--- src/rtl/neuron_tick_scheduler_pkg.sv ---
// Shared types and constants for the neuron tick scheduler: SRAM entry layout,
// spike packet layout, sequencer states and saturating arithmetic helpers.
package neuron_tick_scheduler_pkg;

  localparam int N_COUNT        = 256;
  localparam int V_PRECISION    = 4;
  localparam int PKT_SIZE       = 32;
  localparam int SRAM_ADDR_SIZE = $clog2(N_COUNT);

  typedef struct packed {
    logic [N_COUNT-1:0]     connections;
    logic [V_PRECISION-1:0] membrane_potential;
    logic [V_PRECISION-1:0] vthresh;
    logic [V_PRECISION-1:0] a;
    logic [V_PRECISION-1:0] b;
    logic [V_PRECISION-1:0] c;
  } sram_data_t;

  typedef struct packed {
    logic [15:0] tick;
    logic [7:0]  core;
    logic [7:0]  nrn;
  } spike_pkt_t;

  typedef enum logic [2:0] {
    ST_IDLE = 3'd0,
    ST_RD   = 3'd1,
    ST_UPD  = 3'd2,
    ST_EMIT = 3'd3,
    ST_DONE = 3'd4
  } sched_state_e;

  // Clamps to all-ones instead of wrapping.
  function automatic logic [V_PRECISION-1:0] sat_add(input logic [V_PRECISION-1:0] x,
                                                     input logic [V_PRECISION-1:0] y);
    logic [V_PRECISION:0] sum;
    sum = {1'b0, x} + {1'b0, y};
    return sum[V_PRECISION] ? {V_PRECISION{1'b1}} : sum[V_PRECISION-1:0];
  endfunction

  // Clamps to zero instead of wrapping.
  function automatic logic [V_PRECISION-1:0] sat_sub(input logic [V_PRECISION-1:0] x,
                                                     input logic [V_PRECISION-1:0] y);
    return (x > y) ? (x - y) : {V_PRECISION{1'b0}};
  endfunction

endpackage

--- src/rtl/neuron_tick_scheduler_update.sv ---
// Combinational neuron step: integrate on an axon hit, leak, threshold and
// pick the potential to write back.
module neuron_update
  import neuron_tick_scheduler_pkg::*;
(
  input  sram_data_t             rdata,
  input  logic [N_COUNT-1:0]     axon_q,
  output logic [V_PRECISION-1:0] v_next,
  output logic                   fire
);

  logic                   hit_s;
  logic [V_PRECISION-1:0] vi_s;
  logic [V_PRECISION-1:0] vl_s;

  // Integrate, leak, then threshold against vthresh.
  always_comb begin
    hit_s = |(rdata.connections & axon_q);
    if (hit_s) begin
      vi_s = sat_add(rdata.membrane_potential, rdata.a);
    end else begin
      vi_s = rdata.membrane_potential;
    end
    vl_s = sat_sub(vi_s, rdata.b);
    fire = (vl_s >= rdata.vthresh);
    if (fire) begin
      v_next = rdata.c;
    end else begin
      v_next = vl_s;
    end
  end

endmodule

--- src/rtl/neuron_tick_scheduler.sv ---
// Per-tick sequencer: walks every neuron through read, update and write-back,
// and emits a spike packet for each neuron that fires.
module neuron_tick_scheduler
  import neuron_tick_scheduler_pkg::*;
#(
  parameter logic [7:0] CORE_ID = 8'h00
) (
  input  logic                      clk,
  input  logic                      rst,
  input  logic                      tick,
  input  logic [N_COUNT-1:0]        axon_in,
  output logic                      sram_re,
  output logic [SRAM_ADDR_SIZE-1:0] sram_addr,
  input  sram_data_t                sram_rdata,
  output logic                      sram_we,
  output sram_data_t                sram_wdata,
  output logic                      pkt_valid,
  output logic [PKT_SIZE-1:0]       pkt_data,
  input  logic                      pkt_ready,
  output logic                      busy,
  output logic                      pass_done,
  output logic                      tick_overrun
);

  localparam logic [SRAM_ADDR_SIZE-1:0] LAST_IDX = SRAM_ADDR_SIZE'(N_COUNT - 1);
  localparam logic [SRAM_ADDR_SIZE-1:0] IDX_ONE  = SRAM_ADDR_SIZE'(1);

  sched_state_e              state_r, state_nxt_s;
  logic [SRAM_ADDR_SIZE-1:0] idx_r, idx_nxt_s;
  logic [N_COUNT-1:0]        axon_q_r;
  logic [15:0]               tick_cnt_r;
  logic [PKT_SIZE-1:0]       pkt_data_r;
  logic                      load_axon_s, load_pkt_s, last_s;
  logic [V_PRECISION-1:0]    v_next_s;
  logic                      fire_s;
  spike_pkt_t                pkt_nxt_s;
  logic                      sram_re_r, sram_we_r, pkt_valid_r, busy_r, pass_done_r, tick_overrun_r;
  logic [SRAM_ADDR_SIZE-1:0] sram_addr_r;

  neuron_update u_update (
    .rdata  (sram_rdata),
    .axon_q (axon_q_r),
    .v_next (v_next_s),
    .fire   (fire_s)
  );

  // Next-state and index sequencing.
  always_comb begin
    state_nxt_s = state_r;
    idx_nxt_s   = idx_r;
    load_axon_s = 1'b0;
    load_pkt_s  = 1'b0;
    last_s      = (idx_r == LAST_IDX);
    case (state_r)
      ST_IDLE: begin
        if (tick) begin
          state_nxt_s = ST_RD;
          idx_nxt_s   = {SRAM_ADDR_SIZE{1'b0}};
          load_axon_s = 1'b1;
        end else begin
          state_nxt_s = ST_IDLE;
        end
      end
      ST_RD:   state_nxt_s = ST_UPD;
      ST_UPD: begin
        if (fire_s) begin
          state_nxt_s = ST_EMIT;
          load_pkt_s  = 1'b1;
        end else if (last_s) begin
          state_nxt_s = ST_DONE;
        end else begin
          state_nxt_s = ST_RD;
          idx_nxt_s   = idx_r + IDX_ONE;
        end
      end
      ST_EMIT: begin
        if (!pkt_ready) begin
          state_nxt_s = ST_EMIT;
        end else if (last_s) begin
          state_nxt_s = ST_DONE;
        end else begin
          state_nxt_s = ST_RD;
          idx_nxt_s   = idx_r + IDX_ONE;
        end
      end
      ST_DONE: state_nxt_s = ST_IDLE;
      default: state_nxt_s = ST_IDLE;
    endcase
  end

  // Packet fields and write-back data; wdata follows rdata because it is only valid in UPD.
  always_comb begin
    pkt_nxt_s.tick = tick_cnt_r;
    pkt_nxt_s.core = CORE_ID;
    pkt_nxt_s.nrn  = 8'(idx_r);
    if (state_r == ST_UPD) begin
      sram_wdata                    = sram_rdata;
      sram_wdata.membrane_potential = v_next_s;
    end else begin
      sram_wdata = '0;
    end
  end

  // State, counters and registered outputs aligned with the state they describe.
  always_ff @(posedge clk) begin
    if (rst) begin
      state_r        <= ST_IDLE;
      idx_r          <= {SRAM_ADDR_SIZE{1'b0}};
      axon_q_r       <= {N_COUNT{1'b0}};
      tick_cnt_r     <= 16'd0;
      pkt_data_r     <= {PKT_SIZE{1'b0}};
      sram_re_r      <= 1'b0;
      sram_we_r      <= 1'b0;
      sram_addr_r    <= {SRAM_ADDR_SIZE{1'b0}};
      pkt_valid_r    <= 1'b0;
      busy_r         <= 1'b0;
      pass_done_r    <= 1'b0;
      tick_overrun_r <= 1'b0;
    end else begin
      state_r <= state_nxt_s;
      idx_r   <= idx_nxt_s;
      if (load_axon_s) axon_q_r <= axon_in;
      if (load_pkt_s) pkt_data_r <= pkt_nxt_s;
      if (state_r == ST_DONE) tick_cnt_r <= tick_cnt_r + 16'd1;
      sram_re_r   <= (state_nxt_s == ST_RD);
      sram_we_r   <= (state_nxt_s == ST_UPD);
      sram_addr_r <= ((state_nxt_s == ST_RD) || (state_nxt_s == ST_UPD)) ? idx_nxt_s
                                                                         : {SRAM_ADDR_SIZE{1'b0}};
      pkt_valid_r    <= (state_nxt_s == ST_EMIT);
      busy_r         <= (state_nxt_s != ST_IDLE);
      pass_done_r    <= (state_nxt_s == ST_DONE);
      tick_overrun_r <= tick && (state_r != ST_IDLE);
    end
  end

  assign sram_re      = sram_re_r;
  assign sram_we      = sram_we_r;
  assign sram_addr    = sram_addr_r;
  assign pkt_valid    = pkt_valid_r;
  assign pkt_data     = pkt_data_r;
  assign busy         = busy_r;
  assign pass_done    = pass_done_r;
  assign tick_overrun = tick_overrun_r;

endmodule

--- config.mk ---
export PLATFORM = sky130hd
export DESIGN_NAME = neuron_tick_scheduler
export DESIGN_NICKNAME = d
export VERILOG_FILES = /design/src/rtl/neuron_tick_scheduler_pkg.sv /design/src/rtl/neuron_tick_scheduler_update.sv /design/src/rtl/neuron_tick_scheduler.sv
export SDC_FILE = /design/constraint.sdc
export NUM_CORES = 1
export LEC_CHECK = 0
export ABC_AREA = 1
export CORE_AREA = 5 5 329 331
export DETAILED_ROUTE_END_ITERATION = 12
export DIE_AREA = 0 0 334 336
export SYNTH_ARGS = -nofsm -noshare
export SYNTH_HDL_FRONTEND = slang
export SYNTH_SLANG_ARGS = --single-unit
--- constraint.sdc ---
create_clock -name clk -period 8.05 [get_ports clk]
set_clock_uncertainty 0.2 [all_clocks]
set_input_delay 2.415 -clock clk [delete_from_list [all_inputs] [get_ports clk]]
set_output_delay 2.415 -clock clk [all_outputs]
set_load 0.05 [all_outputs]
# After elaboration in Yosys (flattened, before gate mapping)
# Index checks and enable logic that the tools add are counted.
# word_totals
reg_bits,321
input_bits,536
output_inout_bits,322
wordCells,55
# classes
add_sub_neg,4
n_lt_le_gt_ge,2
n_eq_ne,9
n_mux,19
bitwise,2
reduce_logical,7
# op_table
cell,n
$mux W276,1
$and A256 B256 Y256,1
$reduce_or A256 Y1,1
$mux W8,4
$pmux W8 S3,1
$add A16 B1 Y16 const B,1
$mux W4,4
$eq A3 B2 Y1 const B,4
$pmux W3 S4,1
$mux W3,3
$add A8 B1 Y8 const B,1
$eq A8 B8 Y1 const B,1
$eq A3 B1 Y1 const B,2
$eq A3 B3 Y1 const B,2
$reduce_bool A3 Y1,2
$add A4 B4 Y5,1
$mux W1,5
$ge A4 B4 Y1,1
$gt A4 B4 Y1,1
$sub A4 B4 Y4,1
$logic_not A3 Y1,1
$reduce_or A2 Y1,1
$logic_and A1 B1 Y1,1
$logic_or A1 B1 Y1,1
$not A1 Y1,1

# Longest topological paths before layout
# Gate-level depths: netlist of run 1.
# depth
word_depth,12
mapped_depth,36
depth_no_buf,36

# Hierarchy
# Synthesis of run 1 repeated with hierarchy kept, for this count alone.
# unflattened
hier_cells,2717
hier_area_um2,16613.4
# modules_own_cells
mod,instances,cells_each,area_per_inst_um2,seq_area_each_um2
neuron_tick_scheduler,1,2113,14154.8,6426.2
neuron_update,1,604,2458.6,0.0

# Least setup slack after synthesis of run 1
# No wires, ideal clock.
# synth_timing
kind,input to output
start,in sram_rdata[213] (netlist name)
end,out sram_wdata[17] (netlist name)
t_arrival_ps,6607
t_required_ps,5435
slack_ps,-1172
cell_stages,29
path_cell_list,nand2_1 > nand2_1 > inv_1 > nand2_1 > nor2_1 > nand2_1 > nor2_1 > nand2_1 > nor2_1 > nand2_1 > nand2_1 > o21ai_0 > ha_1 > fa_1 > nor2_1 > nor2_1 > o21bai_1 > nand2_1 > or2_2 > ha_1 > inv_1 > nand2_1 > nand2_1 > nand2_1 > nand2_1 > nand2_1 > nand2_1 > clkbuf_1 > o21ai_0
# synth_rtl
item,line,rtl
start: declaration,neuron_tick_scheduler.sv:14,"input sram_data_t sram_rdata,"
end: declaration,neuron_tick_scheduler.sv:16,"output sram_data_t sram_wdata,"

==> impl_metrics.toml, run 1 <==
[clocking]
clkSinkCount = 321
cts-htree-levels = 2
holdBufCountCts = 0
cts_inserted_buffers = 43
cts_tree = "done"
clkTransAtPathRegs_ps = 50
root_buffer = "clkbuf_16"
max-clock-path-buffers = 3
insertion_delay_ps = 600

[synth]
yosys.cell_types.count = 35
ys_seq_area_frac = 0.395
synth-compound-area-share = 0.111
yosys-mux-area-fraction = 0
avgSynthCellArea_um2 = 6.26
synth_top_family_by_area = "simple AND/OR/NAND/NOR gates"
synthAdderAreaFrac = 0.0132
ys_async_sr_fraction = 0
synth_simple_gate_area_frac = 0.356
synth_edf_count = 0
synth_area_um2 = 16300
synth_xor_area_frac = 0.00215
yosys_register_bits = 321
synthCells = 2602
synth_flop_cell = "dfxtp_1"
yosysWarnings = 0

[final_layout]
area_growth_pct = 76.8
multiInputGateArea_um2 = 8720
final_common_cell = "clkdlybuf4s50_1"
fillers = 11600
layout-drive-gt1-share = 0.140
final_cell_mix = "579 x clkdlybuf4s50_1, 570 x nand2_1, 345 x nor2_1"
nets = 4038
regArea_um2 = 6430
fin_util = 0.275

[min_path]
holdPathStages = 2
holdPathEnd = "axon_q_r[178]"
hold_class = "reg2reg"
min_from = "axon_q_r[178]"

[sta]
setup_violations = 4
post-route-min-period_ps = 8640
fin_ws_ps = -591
rsz0062_at_grt = "true"
worst_pin_slew_ps = 1090
hold_viol_final = 0
tns_ps = -2320
max_freq_mhz = 116
period_share = 1.07
slew_violations = 0
max-slew-margin-rel = 0.272

[placement]
pre_cts_ws_ps = -1980
globalplace.congestion = 0.916
dpl.hpwl_mm = 75.0
io_buffers = 849

[critical_path]
critPathKind = "in2out"
cp.required_ps = 5430
r2r-start = "axon_q_r[215]"
startpoint_type = "primary input"
cp_slowest_cell = "fa_2"
r2r_end = "sram_addr[2]"
crit_fanout = 4
end_kind = "primary output"
r2r_cells = 32
critPathMaxStageDelay_ps = 340
cp_top_family = "simple AND/OR/NAND/NOR gates"
r2r_slack_ps = 3300
arrival_ps = 6030
path_buf_inv = 4
crit_path_frequent_cell = "nand2_1"

[floorplan]
start_util = 0.155
row_count = 119
dieArea_um2 = 112000
die_h_um = 336
core_um2 = 105000
io_pins = 858
dieWidth_um = 334

[detailed_routing]
dr.pass1.iters = 5
drtIter0Drc = 999
route.vias.total = 20000
viasPerCell = 4.06
postRouteAntennaNets = 0
routedWlPerCell_um = 19.5
drcViolationCount = 0
drt-total-wl_mm = 95.9

[grt]
track_usage = 0.160
gr-total-overflow = 0
grt_max_degree = 178
grt_pass1_vias = 19900
antenna_found_initial = 18
grt_pass1_wl_mm = 135

[power]
max-vdd-ir-drop_uv = 127
power-per-cell-area_nw_per_um2 = 199
power.leakage_nw = 12.6

[run_status]
status = "finished, violations left"
violations = "negative setup slack"

[run]
maxCapViolCount = 0
-- how the worst max path moves through the flow --
stage	slack, ps	end	startpoint	cells past startpoint
CTS	-620	sram_wdata[16]	sram_rdata[235]	29
global route	-800	sram_wdata[16]	sram_rdata[238]	29
global placement	-1970	sram_wdata[16]	sram_rdata[235]	30
finish	-590	sram_wdata[18]	sram_rdata[92]	29
floorplan	-120	sram_wdata[16]	sram_rdata[178]	27
detailed placement	-1980	sram_wdata[16]	sram_rdata[235]	29
-- power by group --
part	leakage [nW]	internal (mW)	switching, mW
clock network	0.669	1.10	0.808
logic	9.33	0.726	1.29
registers	2.63	1.73	0.0872
total	12.6	3.55	2.19
-- worst min-delay path, stage by stage (launching register included) --
cell and delay [ps]:
dfxtp_1 310, nand2_1 60, a21oi_1 50
-- layout make-up --
type | instances | share of cell area
Multi-Input combinational cell | 1780 | 0.303
Tap cell | 1391 | 0.0605
Timing Repair Buffer | 995 | 0.320
Clock buffer | 60 | 0.0427
Sequential cell | 321 | 0.223
Clock inverter | 13 | 0.00470
Inverter | 345 | 0.0453
Antenna cell | 10 | 0.000869
-- cell families after synthesis --
group                    after synthesis
adder cells (fa/ha/maj)               16
XOR/XNOR                               4
other                                  1
AO/OA/AOI/OAI                        356
flip-flops                           321
AND/OR/NAND/NOR                     1396
buffers and inverters                508
-- sequential cells by signal (all words and copies together) (netlist names) --
name and count:
axon_q_r 256, busy 1, idx_r 8, pass_done 1, pkt_data 24, pkt_valid 1, sram_addr 8, sram_re 1
sram_we 1, state_r 3, tick_cnt_r 16, tick_overrun 1
-- cell usage after synthesis (3+ instances only) --
master,count,area share
a21oi_1,296,0.091
a31oi_1,4,0.0015
and2_1,3,0.0012
buf_1,6,0.0014
buf_2,53,0.016
buf_4,8,0.0037
clkbuf_1,96,0.022
dfxtp_1,321,0.39
ha_1,14,0.011
inv_1,345,0.080
nand2_1,636,0.15
nand3_1,343,0.11
nand3b_1,3,0.0014
nand4_1,12,0.0046
nor2_1,382,0.088
nor3_1,5,0.0015
o21ai_0,46,0.014
o22ai_1,3,0.0012
-- per-stage QoR --
stage,hold WS [ps],std cells,area (µm²),total power [mW]
6_report,260,4915,28800,5.74
5_1_grt,271,4911,28800,6.04
4_1_cts,261,4905,28800,5.84
3_5_place_dp,242,4825,27200,3.83
3_3_place_gp,237,4825,27200,3.83
2_1_floorplan,225,2609,16500,2.90
-- metal layers --
layer,share of wire,GRT usage
met1,0.41,0.195
met2,0.48,0.277
met3,0.082,0.0508
met4,0.024,0.0393
met5,0.00087,0
-- repair_timing --
| item | 4_1_cts | 5_1_grt |
|---|---|---|
| gates cloned | 0 | 0 |
| resized for setup | 663 | 91 |
| hold endpoints to repair | 0 | 0 |
| setup endpoints to repair | 4 | 4 |
| pin swaps | 250 | 78 |
| buffers inserted | 9 | 1 |
Note: power is estimated with default switching activity, not from simulation.
==> inputs of run 2 (changes only) <==
- SLEW_MARGIN: default -> 0
==> results of run 2 <==
Final layout, timing and power as in run 1 (identical DEF).
==> variant: new RTL, config.mk and constraints of run 2 <==
The 5 states of `sched_state_e` get a one-hot encoding in 5 bits.
--- a/src/rtl/neuron_tick_scheduler_pkg.sv
+++ b/src/rtl/neuron_tick_scheduler_pkg.sv
@@ -23,10 +23,10 @@
   } spike_pkt_t;
 
-  typedef enum logic [2:0] {
-    ST_IDLE = 3'd0,
-    ST_RD   = 3'd1,
-    ST_UPD  = 3'd2,
-    ST_EMIT = 3'd3,
-    ST_DONE = 3'd4
+  typedef enum logic [4:0] {
+    ST_IDLE = 5'b00001,
+    ST_RD   = 5'b00010,
+    ST_UPD  = 5'b00100,
+    ST_EMIT = 5'b01000,
+    ST_DONE = 5'b10000
   } sched_state_e;
 
Formal check against the unedited RTL: same outputs for any inputs over 4 cycles, from zero or initial values and one cycle with rst high; so few cycles prove little.
==> variant against run 2 <==
- synthesized area grew 3.0%
- the flow still finishes with violations (negative setup slack)
- wire length is 5.2% higher
- hold slack better by 1.0 ps
- synthesized cell count grew 1.1%
- total power decreased by 15%
- largest power group is now the clock network
- global-route usage up 0.67 points
- sequential share of layout area decreased by 0.73 points
- first-iteration DRC count increased by 20%
- largest cell class unchanged
- design area grew 4.0%
- count of clock-buffer cells in the layout increased by 3
- critical path type unchanged
- clock power barely moved
- sequential cell count increased by 2
- worst setup slack lost 4.3 ps
==> variant: results (changes against run 2) <==
The total negative slack for setup checks came out at -2269 ps (+49.11 ps). The worst register-to-register path ends at sram_addr[2]. The leakage dissipation came out at 13.56 nW (+7.4%). The met1 wire length came out at 42170 µm (+6.0%). The count of buffers added by post-CTS timing repair for setup was 7 (-2).

The worst hold path begins at axon_q_r[96]. The average vias per placed instance is 4.117 (+1.4%). The worst max-slew margin expressed relative to the limit came out at 26.92% (-0.29 points). The final worst setup slack was -594.9 ps (-4.321 ps). The routability-driven placement congestion ratio is 0.9231 (+0.76%). The total length of routed met2 wires was 45400 µm (-1.0%). The flip-flop count of the largest register, all copies and words added was 256 (unchanged). The count of input and output buffers is 849 (unchanged). The number of distinct library cells after synthesis came out at 44 (+26%). The number of cells on the worst reg-to-reg path was 30 (-6.3%).

The combined global-route utilization of all metal layers is 16.71% (+0.67 points). The met3 routed wirelength came out at 8526 µm (+8.7%). The pin count of the biggest net entering global routing is 127 (-29%). The initial antenna violation count came to 22 (+4).

The filler cell count in the final layout is 11560 (-0.44%). The met3 layer usage reported by global route is 5.308% (+0.23 points). The first-pass GRT wire length is 139400 µm (+3.2%). The number of cells upsized or downsized after cts is 402 (-39%). The detailed-placement wirelength estimate is 79620 µm (+6.1%).

The routed length per instance came out at 20.18 µm (+3.4%). The sequential share of the synthesized area came out at 38.58% (-0.89 points). Sorting the synthesized cells by area gives the leading types as dfxtp_1 39%, nand2_1 15%, nand3_1 8.7%.

The power per cell area came out at 162.5 nW/µm² (-19%). The setup violation total in the final timing report is 4 (unchanged). The worst flop-to-flop path startpoint is axon_q_r[89]. The post-layout net count is 4113 (+1.9%). The number of global-route vias before repair is 20280 (+1.9%). The met2 demand-to-capacity share in global routing was 26.35% (-1.4 points). The checks that failed: negative setup slack. The worst hold path belongs to the class reg -> reg. The minimum setup slack among reg-to-reg paths is 3460 ps (+160 ps). The fraction of final layout cells with drive strength greater than 1 is 17.03% (+3.1 points). The flow ran to the end, but the final reports show violations. The worst-case vdd ir drop came out at 133.5 µV (+4.8%). The commonest cells after synthesis are 660 x nand2_1, 368 x nor2_1, 366 x inv_1, 323 x dfxtp_1, 291 x nand3_1.

The CTS buffer count is 42 (-2.3%). The met1 demand-to-capacity share in global routing is 20.96% (+1.5 points). The sequential-cell power consumption is 1.77 mW (-3%). The internal portion of total power came out at 3.332 mW (-6.3%). The number of DRC markers in iteration 0 is 1201 (+20%). The path with the worst hold slack has its endpoint at axon_q_r[96].
==> variant: cell type report <==
cell class | count | share of cell area, %
sequential | 323 | 21.60
inverter | 375 | 4.751
timing repair buffer | 1042 | 32.86
antenna | 12 | 0.1003
clock buffer | 63 | 4.175
tap | 1391 | 5.813
multi-input combinational | 1777 | 30.26
clock inverter | 14 | 0.4430
==> variant: worst max-delay path by stage <==
| stage | start | end | slack (ps) | cells after the start |
|---|---|---|---|---|
| after floorplan | sram_rdata[109] | sram_wdata[16] | -90 | 26 |
| after global placement | sram_rdata[145] | sram_wdata[17] | -2120 | 27 |
| after detailed placement | sram_rdata[145] | sram_wdata[17] | -2090 | 27 |
| after CTS | sram_rdata[102] | sram_wdata[17] | -720 | 28 |
| after global routing | sram_rdata[68] | sram_wdata[17] | -780 | 26 |
| final | sram_rdata[115] | sram_wdata[17] | -590 | 26 |
==> variant: logic make-up (layout without fill, tap and decap cells) <==
family | count (synthesis) | in the layout | share of synthesized area, %
XOR/XNOR | 4 | 4 | 0.2091
adder cells (fa/ha/maj) | 16 | 16 | 1.284
AND/OR/NAND/NOR | 1402 | 1402 | 35.85
other | 1 | 20 | 0.02237
AO/OA/AOI/OAI | 347 | 347 | 10.58
buffers and inverters | 537 | 1494 | 13.48
flip-flops | 323 | 323 | 38.58
==> variant: stage by stage <==
stage,worst slack (ps),cell area [µm²],hold WS [ps],std cells
global placement,-2121,27780,240.4,4899
detailed placement,-2092,27780,241.9,4899
finish,-594.9,29940,260.8,4997
CTS,-722.0,29440,261.6,4982
global route,-777.4,29920,275.5,4990
floorplan,-88.93,16920,224.5,2637
==> variant: worst max-delay path: cells and delay by family <==
family | cells | cell delay [ps]
simple gates | 13 | 1570
compound gates | 6 | 790
fa+ha+maj | 3 | 770
buf+inv | 4 | 450
